**src/rtl/cdc_req_ack_receiver.sv**
```systemverilog
`default_nettype none
// ============================================================================
// Module   : cdc_req_ack_receiver
// Brief    : Destination side of a four-phase req/ack link. It filters request
//            glitches, captures the payload and flags requests withdrawn early.
// Revision : 1.0 - initial release
// ============================================================================
module cdc_req_ack_receiver #(
  parameter int WIDTH         = 8,
  parameter int STABLE_CYCLES = 2
) (
  input  logic             i_clk,
  input  logic             i_rst,
  input  logic             i_req,
  input  logic [WIDTH-1:0] i_dat,
  output logic             o_valid,
  input  logic             i_ready,
  output logic [WIDTH-1:0] o_dat,
  output logic             o_ack,
  output logic             o_busy,
  output logic             o_err,
  input  logic             i_err_clr,
  output logic [7:0]       o_glitch_cnt
);

  localparam logic [3:0] C_STABLE = 4'(STABLE_CYCLES);

  typedef enum logic [1:0] {
    S_IDLE    = 2'd0,
    S_QUALIFY = 2'd1,
    S_HOLD    = 2'd2,
    S_ACK     = 2'd3
  } state_t;

  state_t           state_q, state_d;
  logic [3:0]       cnt_q, cnt_d;
  logic [WIDTH-1:0] dat_q, dat_d;
  logic             err_q, err_d;
  logic [7:0]       glitch_q, glitch_d;
  logic             valid_q, valid_d;
  logic             ack_q, ack_d;
  logic             busy_q, busy_d;
  logic             err_set;

  always_comb begin
    state_d  = state_q;
    cnt_d    = cnt_q;
    dat_d    = dat_q;
    glitch_d = glitch_q;
    err_set  = 1'b0;

    case (state_q)
      S_IDLE: begin
        if (i_req) begin
          if (C_STABLE == 4'd1) begin
            dat_d   = i_dat;
            state_d = S_HOLD;
          end else begin
            cnt_d   = 4'd1;
            state_d = S_QUALIFY;
          end
        end
      end
      S_QUALIFY: begin
        if (i_req) begin
          if (cnt_q + 4'd1 == C_STABLE) begin
            dat_d   = i_dat;
            cnt_d   = 4'd0;
            state_d = S_HOLD;
          end else begin
            cnt_d = cnt_q + 4'd1;
          end
        end else begin
          cnt_d   = 4'd0;
          state_d = S_IDLE;
          if (glitch_q != 8'hFF) glitch_d = glitch_q + 8'd1;
        end
      end
      S_HOLD: begin
        // Acceptance wins over a simultaneous withdrawal: the consumer already took the data.
        if (i_ready) begin
          state_d = S_ACK;
        end else if (!i_req) begin
          err_set = 1'b1;
          state_d = S_IDLE;
        end
      end
      S_ACK: begin
        if (!i_req) state_d = S_IDLE;
      end
      default: state_d = S_IDLE;
    endcase

    err_d   = err_set | (err_q & ~i_err_clr);
    valid_d = (state_d == S_HOLD);
    ack_d   = (state_d == S_ACK);
    busy_d  = (state_d != S_IDLE);
  end

  always_ff @(posedge i_clk) begin
    if (i_rst) begin
      state_q  <= S_IDLE;
      cnt_q    <= 4'd0;
      dat_q    <= '0;
      err_q    <= 1'b0;
      glitch_q <= 8'd0;
      valid_q  <= 1'b0;
      ack_q    <= 1'b0;
      busy_q   <= 1'b0;
    end else begin
      state_q  <= state_d;
      cnt_q    <= cnt_d;
      dat_q    <= dat_d;
      err_q    <= err_d;
      glitch_q <= glitch_d;
      valid_q  <= valid_d;
      ack_q    <= ack_d;
      busy_q   <= busy_d;
    end
  end

  assign o_valid      = valid_q;
  assign o_dat        = dat_q;
  assign o_ack        = ack_q;
  assign o_busy       = busy_q;
  assign o_err        = err_q;
  assign o_glitch_cnt = glitch_q;

endmodule
`default_nettype wire
```
**config.mk**
```make
export PLATFORM = sky130hd
export DESIGN_NAME = cdc_req_ack_receiver
export DESIGN_NICKNAME = d
export VERILOG_FILES = /design/src/rtl/cdc_req_ack_receiver.sv
export SDC_FILE = /design/constraint.sdc
export NUM_CORES = 1
export LEC_CHECK = 0
export ABC_AREA = 1
export CORE_ASPECT_RATIO = 0.5
export CORE_UTILIZATION = 40
export DETAILED_ROUTE_END_ITERATION = 10
export GPL_TIMING_DRIVEN = 1
export PLACE_DENSITY = 0.67
export SLEW_MARGIN = 20
export SYNTH_ARGS = -nofsm -noshare
export SYNTH_HDL_FRONTEND = slang
export SYNTH_SLANG_ARGS = --single-unit
```
**constraint.sdc**
```tcl
create_clock -name i_clk -period 2.3 [get_ports i_clk]
set_input_delay 0.345 -clock i_clk [delete_from_list [all_inputs] [get_ports i_clk]]
set_output_delay 0.345 -clock i_clk [all_outputs]
set_load 0.01 [all_outputs]
```
==> flow_metrics.env, run 1 <==
export IMPL_drive_above_1_share_pct=5.73
export IMPL_hold_viol_final=0
export IMPL_grt_use_total_pct=16.1
export IMPL_switchingPower_w=0.000215
export IMPL_cp_top_family="buffers and inverters"
export IMPL_dieWidth_um=82.2
export IMPL_place_congestion=0.798
export IMPL_cts_buffers=3
export IMPL_setup_tns_ps=0
export IMPL_cp_slowest_cell="clkdlybuf4s50_1"
export IMPL_required_ps=1960
export IMPL_syn_nets=210
export IMPL_tightestPinTransition_ps=431
export IMPL_first_global_vias=1040
export IMPL_rsz0062_at_grt="false"
export IMPL_cts_resized=0
export IMPL_drtIter0Drc=19
export IMPL_fin_area_um2=1690
export IMPL_dr_pass1_iters=4
export IMPL_worstPathCellList="clkdlybuf4s50_1"
export IMPL_ys_ff_latch=26
export IMPL_dieArea_um2=3460
export IMPL_start_util_pct=42.5
export IMPL_end_kind="output pin"
export IMPL_cts_num_sinks=26
export IMPL_cts_tree="yes"
export IMPL_placed_area_um2=1640
export IMPL_setup_violations=0
export IMPL_p_int_w=0.000675
export IMPL_cp_start_kind="flop"
export IMPL_num_antenna_cells=0
export IMPL_floorplan_io_pins=33
export IMPL_fin_crit_sh_pct=70.4
export IMPL_clkTransAtPathRegs_ps=90
export IMPL_ir_worst_vdd_v=0.000308
export IMPL_synth_top_cell_by_area="dfxtp_1"
export IMPL_synth_cell_types=25
export IMPL_drv_slew=0
export IMPL_final_nets=244
export IMPL_placed_cells=263
export IMPL_wl_per_cell_um=9.62
export IMPL_max_freq_mhz=618
export IMPL_post_synth_top_area_fraction_pct=40.4
export IMPL_min_period_ps=1620
export IMPL_drc=0
export IMPL_rows=14
export IMPL_arrival_ps=1270
export IMPL_ctsHoldBuffers=0
export IMPL_synthesis_area_um2=1290
export IMPL_clkPwrFrac_pct=32.8
export IMPL_worstPathMaxFanout=6
export IMPL_synth_edf_count=0
export IMPL_vias=1225
export IMPL_grt_start_max_net_pins=18
export IMPL_crit_type="reg -> out"
export IMPL_area_growth_pct=31.5
export IMPL_root_buffer="clkbuf_8"
export IMPL_synth_common_cells="nand2_1 (62), nor2_1 (30), inv_1 (28), dfxtp_1 (26), a21oi_1 (11)"
export IMPL_htreeDepth=1
export IMPL_ant_nets=0
export IMPL_vias_per_cell=4.59
export IMPL_grt_first_pass_wirelength_um=4280
export IMPL_clock_path_buffers=2
export IMPL_overflow=0
export IMPL_slew_headroom_pct=71.0
export IMPL_clkLatencyLatePin_ps=270
export IMPL_hpwl_um=1870
export IMPL_antenna_found_initial=0
export IMPL_status="finished, final reports clean"
export IMPL_seqPwrFrac_pct=53.7
export IMPL_fin_skew_ps=2.26
export IMPL_critical_path_max_stage_delay_ps=570
export IMPL_cellLeakagePower_nw=0.757
export IMPL_nFillCells=293
export IMPL_p_per_area_nw_per_um2=526
export IMPL_async_reset_ff_share_pct=0
export IMPL_final_cells=267
export IMPL_path_buf_inv=1
export IMPL_die_h_um=42.1
export IMPL_post_cts_buffers=0
export IMPL_yosys_cell_count_top_type="nand2_1"
export IMPL_comb_power_share_pct=13.4
export IMPL_fp_coreArea_um2=3030
export IMPL_synth_ff_type="dfxtp_1"
export IMPL_synth_area_leaders="dfxtp_1 (40%), nand2_1 (18%), nor2_1 (8.7%)"
export IMPL_drv_cap=0
export IMPL_portBuffers=32
export IMPL_switching_share_pct=24.2
export IMPL_seq_area_frac_synth_pct=40.4
export IMPL_worst_hold_path_type="reg -> reg"
export IMPL_power_w=0.000890
export IMPL_drt_total_wl_um=2570
export IMPL_fin_ws_ps=682
export IMPL_pre_cts_slack_ps=501
export IMPL_synthCells=194
export IMPL_synth_area_per_cell_um2=6.64
export IMPL_ys_warn_count=0
[kinds of logic after synthesis]
kind of cell | after synthesis | synth area share [%]
AO/OA/AOI/OAI | 18 | 7.68
XOR/XNOR | 3 | 2.04
adder cells (fa/ha/maj) | 3 | 2.92
buffers and inverters | 34 | 10.9
flip-flops | 26 | 40.4
AND/OR/NAND/NOR | 110 | 36.1
[cell usage in the layout, fill, tap and decap left out, types with 2 or more instances in the layout]
cell type,synthesis,routed
o21ai_0,4,4
nand4_1,2,2
nand2_2,2,2
clkdlybuf4s50_1,0,32
a21oi_1,11,11
inv_1,28,28
inv_2,2,2
ha_1,3,3
nand2_1,62,62
dfxtp_1,26,26
xor2_1,3,3
clkbuf_8,0,4
nor2_1,30,30
nand3_1,8,8
[final timing paths]
check / end / depth (start not counted) / slack (ps) / startpoint
worst max-delay path: o_glitch_cnt[5] / 1 / 680 / o_glitch_cnt[5]
worst min-delay path: o_err / 2 / 470 / o_err
worst max register to register: o_valid / 9 / 780 / cnt_q[0]
worst min register to register: o_err / 2 / 470 / o_err
[routing by layer]
metal  track usage [%]  wire (µm)  vias to the layer above  share of wire, %
li1                  -          -                      659                 -
met1              20.3       1280                      541                50
met2              25.6       1120                       23                44
met3              6.09        148                        2               5.8
met4              4.91         20                        0              0.78
met5                 0          0                        -                 0
[final cells by class]
cell class                 instances  area [µm²]  area share, %
multi-input combinational        134         627           37.0
timing repair buffer              33         328           19.4
inverter                          30         113           6.65
sequential                        26         520           30.7
tap                               40        50.0           2.96
clock buffer                       4        55.1           3.25
[power groups by stage]
stage	combinational [W]	sequential, W	clock, W
after CTS	0.000120	0.000479	0.000306
after global routing	0.000134	0.000482	0.000326
after detailed placement	0.000120	0.000489	0
after floorplan	0.0000658	0.000488	0
after global placement	0.000119	0.000489	0
final	0.000120	0.000478	0.000292
[state kept, by name, indices dropped and copies added (netlist names)]
signal	flops
o_dat	8
o_glitch_cnt	8
cnt_q	4
state_q	2
o_ack	1
o_busy	1
o_err	1
o_valid	1
[metrics by stage]
| stage | hold slack [ps] | util [%] |
|---|---|---|
| floorplan | 414 | - |
| global placement | 455 | 54.0 |
| detailed placement | 468 | 54.0 |
| CTS | 479 | 55.9 |
| global route | 506 | 55.9 |
| finish | 475 | 55.9 |
Power figures use the tool's default switching activity.
==> run 2: changes to the inputs <==
--- a/config.mk
+++ b/config.mk
@@ -10,7 +10,7 @@
 export CORE_UTILIZATION = 40
 export DETAILED_ROUTE_END_ITERATION = 10
 export GPL_TIMING_DRIVEN = 1
-export PLACE_DENSITY = 0.67
+export PLACE_DENSITY = 0.7
 export SLEW_MARGIN = 20
 export SYNTH_ARGS = -nofsm -noshare
 export SYNTH_HDL_FRONTEND = slang
==> constraint.sdc (replaced) <==
create_clock -name i_clk -period 1.3 [get_ports i_clk]
set_input_delay 0.195 -clock i_clk [delete_from_list [all_inputs] [get_ports i_clk]]
set_output_delay 0.195 -clock i_clk [all_outputs]
set_load 0.01 [all_outputs]
==> flow_metrics.env, run 2 (synthesis results as in run 1) <==
export IMPL_status="finished with violations"
export IMPL_violations="setup timing"
export IMPL_final_cell_mix="nand2_1 (46), inv_1 (26), nor2_1 (21)"
export IMPL_clock_path_buffers=2
export IMPL_cp_start_kind="flop"
export IMPL_die_h_um=42.1
export IMPL_area_growth_pct=54.0
export IMPL_grt_use_total_pct=20.9
export IMPL_fin_util_pct=65.4
export IMPL_clkLatencyLatePin_ps=270
export IMPL_rows=14
export IMPL_start_util_pct=42.5
export IMPL_root_buffer="clkbuf_8"
export IMPL_placed_cells=281
export IMPL_drv_slew=0
export IMPL_clkTransAtPathRegs_ps=90
export IMPL_worstPathMaxFanout=5
export IMPL_layout_commonest_cell="nand2_1"
export IMPL_num_antenna_cells=0
export IMPL_overflow=0
export IMPL_htreeDepth=1
export IMPL_vias=1345
export IMPL_p_per_area_nw_per_um2=837
export IMPL_final_nets=265
export IMPL_arrival_ps=1580
export IMPL_cellLeakagePower_nw=0.955
export IMPL_setup_tns_ps=-496
export IMPL_ir_worst_vdd_v=0.000414
export IMPL_nFillCells=290
export IMPL_max_freq_mhz=733
export IMPL_vias_per_cell=4.67
export IMPL_dr_pass1_iters=4
export IMPL_setup_violations=11
export IMPL_antenna_found_initial=0
export IMPL_grt_first_pass_wirelength_um=5510
export IMPL_crit_type="reg -> reg"
export IMPL_hpwl_um=2080
export IMPL_reg2reg_slack_ps=-60
export IMPL_ctsHoldBuffers=0
export IMPL_switchingPower_w=0.000431
export IMPL_fin_ws_ps=-64.4
export IMPL_reg2reg_depth=8
export IMPL_grt_start_max_net_pins=15
export IMPL_dr_wl_met2_um=1490
export IMPL_fin_crit_sh_pct=105
export IMPL_regArea_um2=534
export IMPL_worstHoldEndpoint="o_err"
export IMPL_comb_power_share_pct=17.6
export IMPL_switching_share_pct=26.0
export IMPL_final_cells=288
export IMPL_r2r_start="cnt_q[1]"
export IMPL_required_ps=1510
export IMPL_worst_hold_path_type="reg -> reg"
export IMPL_slew_headroom_pct=82.3
export IMPL_min_period_ps=1360
export IMPL_hp_start="o_err"
export IMPL_cts_tree="yes"
export IMPL_hold_viol_final=0
export IMPL_wl_met1_um=1540
export IMPL_first_global_vias=1237
export IMPL_cts_num_sinks=26
export IMPL_rsz0062_at_grt="true"
export IMPL_dieArea_um2=3460
export IMPL_drc=0
export IMPL_wl_met3_um=104
export IMPL_portBuffers=32
export IMPL_fp_coreArea_um2=3030
export IMPL_multi_input_area_um2=782
export IMPL_hold_depth=2
export IMPL_highest_layer="met4"
export IMPL_wl_per_cell_um=10.9
export IMPL_drive_above_1_share_pct=28.2
export IMPL_fin_skew_ps=6.18
export IMPL_tightestPinTransition_ps=265
export IMPL_floorplan_io_pins=33
export IMPL_cts_buffers=3
export IMPL_end_kind="flop"
export IMPL_drtIter0Drc=53
export IMPL_seqPwrFrac_pct=50.6
export IMPL_clkPwrFrac_pct=31.9
export IMPL_ant_nets=0
export IMPL_place_congestion=0.780
export IMPL_p_int_w=0.00123
export IMPL_drv_cap=0
export IMPL_r2r_end="o_valid"
export IMPL_dieWidth_um=82.2
export IMPL_drt_total_wl_um=3150
[run 2: changes by cell type in the layout (fill, tap and decap cells not counted), sizes merged]
cell / before / now
buf: 1 / 20
clkdlybuf4s50: 32 / 12
dlygate4sd2: 0 / 20
nand3: 9 / 11
[run 2: cell type report]
type / instances / area share [%]
sequential: 26 / 26.9
inverter: 30 / 5.68
clock buffer: 4 / 2.78
multi-input combinational: 136 / 39.4
tap: 40 / 2.52
timing repair buffer: 52 / 22.6
[run 2: how the worst max path moves through the flow]
| stage | end | start |
|---|---|---|
| after global placement | o_glitch_cnt[3] | i_req |
| after CTS | state_q[0] | cnt_q[1] |
| final | o_valid | cnt_q[1] |
| after floorplan | o_glitch_cnt[0] | o_glitch_cnt[0] |
| after global routing | state_q[0] | cnt_q[1] |
| after detailed placement | o_glitch_cnt[5] | i_req |
[run 2: metal layers]
metal  GRT usage [%]  vias to the layer above
met5               0                        -
met4            3.16                        0
met3            5.22                        2
met2            33.1                       20
met1            29.3                      616
li1                -                      707
[run 2: power by group through the flow]
stage | registers, W | clock network [W] | logic (W)
floorplan | 0.000866 | 0 | 0.000116
global placement | 0.000857 | 0 | 0.000255
detailed placement | 0.000858 | 0 | 0.000260
CTS | 0.000838 | 0.000548 | 0.000273
global route | 0.000843 | 0.000578 | 0.000322
finish | 0.000840 | 0.000529 | 0.000291
[run 2: timing repair]
action / 4_1_cts / 5_1_grt
pin swaps: 5 / 1
endpoints found under the hold margin: 0 / 0
setup buffers: 1 / 0
endpoints found under the setup margin: 37 / 22
gates resized for setup: 37 / 27
cloned: 2 / 0
[run 2: worst max-delay path: stages (launching register included)]
cell and delay (ps):
dfxtp_4 370, ha_4 160, nand2_2 80, nand2_4 60, nor2_4 220, nand3_4 180
nand2_2 100, nand2_2 50, nor2_1 80
[run 2: stage by stage]
| step | area, µm² | total power (W) | worst slack [ps] | hold slack [ps] |
|---|---|---|---|---|
| 3_5_place_dp | 1790 | 0.00112 | -165 | 461 |
| 2_1_floorplan | 1310 | 0.000982 | 1.03 | 264 |
| 6_report | 1980 | 0.00166 | -64.4 | 466 |
| 4_1_cts | 1890 | 0.00166 | -42.0 | 473 |
| 5_1_grt | 1980 | 0.00174 | -172 | 501 |
| 3_3_place_gp | 1790 | 0.00111 | -157 | 460 |
==> run 3: changes to the inputs <==
--- a/config.mk
+++ b/config.mk
@@ -7,6 +7,7 @@
 export LEC_CHECK = 0
 export ABC_AREA = 1
 export CORE_ASPECT_RATIO = 0.5
+export CORE_MARGIN = 4
 export CORE_UTILIZATION = 40
 export DETAILED_ROUTE_END_ITERATION = 10
 export GPL_TIMING_DRIVEN = 1
==> flow_metrics.env, run 3 (synthesis results as in run 1) <==
export IMPL_ant_nets=0
export IMPL_worstPathCellList="ha_4 -> nand2_2 -> nand2_2 -> nor2_4 -> nand3_2 -> nand2_1 -> nand2_1 -> nor2_1"
export IMPL_num_antenna_cells=0
export IMPL_path_buf_inv=0
export IMPL_worstPathMaxFanout=4
export IMPL_overflow=0
export IMPL_post_cts_buffers=0
export IMPL_critical_path_max_stage_delay_ps=370
export IMPL_pre_cts_slack_ps=-189
export IMPL_layout_commonest_cell="nand2_1"
export IMPL_grt_start_max_net_pins=15
export IMPL_hpwl_um=2110
export IMPL_antenna_found_initial=0
export IMPL_end_kind="flop"
export IMPL_vias=1313
export IMPL_final_nets=264
export IMPL_power_w=0.00155
export IMPL_cp_slowest_cell="dfxtp_4"
export IMPL_required_ps=1510
export IMPL_violations="setup timing"
export IMPL_clock_path_buffers=2
export IMPL_fp_coreArea_um2=3050
export IMPL_htreeDepth=1
export IMPL_cellLeakagePower_nw=0.945
export IMPL_rsz0062_at_grt="true"
export IMPL_slew_headroom_pct=76.9
export IMPL_clkLatencyLatePin_ps=270
export IMPL_ctsHoldBuffers=0
export IMPL_ir_worst_vdd_v=0.000515
export IMPL_drive_above_1_share_pct=22.0
export IMPL_dr_pass1_iters=4
export IMPL_first_global_vias=1030
export IMPL_worst_hold_path_type="reg -> reg"
export IMPL_drc=0
export IMPL_cp_top_family="simple AND/OR/NAND/NOR gates"
export IMPL_status="finished with violations"
export IMPL_fin_ws_ps=-61.3
export IMPL_die_h_um=48.1
export IMPL_place_congestion=0.788
export IMPL_drv_slew=0
export IMPL_start_util_pct=42.2
export IMPL_clkTransAtPathRegs_ps=90
export IMPL_crit_type="reg -> reg"
export IMPL_cts_num_sinks=26
export IMPL_root_buffer="clkbuf_8"
export IMPL_area_growth_pct=48.1
export IMPL_dieWidth_um=88.2
export IMPL_grt_use_total_pct=14.2
export IMPL_cts_tree="yes"
export IMPL_min_period_ps=1360
export IMPL_drv_cap=0
export IMPL_wl_per_cell_um=10.7
export IMPL_grt_first_pass_wirelength_um=4690
export IMPL_cts_buffers=3
export IMPL_portBuffers=32
export IMPL_vias_per_cell=4.59
export IMPL_cp_start_kind="flop"
export IMPL_arrival_ps=1570
export IMPL_rows=14
export IMPL_fin_crit_sh_pct=105
export IMPL_dieArea_um2=4250
export IMPL_fin_util_pct=62.6
export IMPL_fin_skew_ps=5.24
export IMPL_tightestPinTransition_ps=346
export IMPL_hold_viol_final=0
export IMPL_max_freq_mhz=735
export IMPL_p_per_area_nw_per_um2=815
export IMPL_setup_violations=10
export IMPL_floorplan_io_pins=33
export IMPL_drtIter0Drc=23
export IMPL_final_cell_mix="nand2_1 (55), nor2_1 (27), inv_1 (26)"
export IMPL_drt_total_wl_um=3070
==> run 3: cell types whose count changed in the layout (fill, tap and decap cells not counted), sizes merged <==
cell,previous run,this run
buf,20,19
clkbuf,4,3
==> run 3: metrics by stage <==
step	hold slack [ps]	area, µm²	setup TNS [ps]	instances
2_1_floorplan	264	1310	0	194
3_3_place_gp	450	1800	-2400	281
3_5_place_dp	463	1800	-2620	281
4_1_cts	473	1870	-98.8	286
5_1_grt	480	1910	-1280	286
6_report	470	1910	-429	286
==> run 3: repair_timing <==
action	in CTS	in global routing
gates cloned	2	0
gates resized for setup	29	16
pin swaps	2	12
endpoints found under the setup margin	36	20
==> run 3: area by class of cell <==
type	instances	area (µm²)
clock buffer	3	41.3
fill	301	1140
inverter	30	113
multi-input combinational	136	714
sequential	26	534
tap	40	50.0
timing repair buffer	51	454
==> run 3: where the power goes <==
group	total, W	switching [W]	internal [W]
registers	0.000839	0.0000189	0.000821
logic	0.000270	0.000139	0.000130
clock network	0.000445	0.000237	0.000207
==> run 3: final timing paths <==
kind              depth (start not counted)       end  startpoint  slack (ps)
setup / recovery                          8  o_dat[4]    cnt_q[0]         -60
hold / removal                            2     o_err       o_err         470
setup reg to reg                          8  o_dat[4]    cnt_q[0]         -60
hold reg to reg                           2     o_err       o_err         470
==> run 3: per-layer routing <==
| metal | share of wire, % | track usage, % |
|---|---|---|
| met1 | 50 | 19.4 |
| met2 | 46 | 23.6 |
| met3 | 3.9 | 4.38 |
| met4 | 0 | 0.904 |
| met5 | 0 | 0 |
==> run 3: worst register-to-register path, delay by kind of cell (launching register included) <==
| kind | cells | cell delay [ps] |
|---|---|---|
| AND/OR/NAND/NOR | 7 | 770 |
| flip-flops | 1 | 370 |
| adder cells (fa/ha/maj) | 1 | 160 |
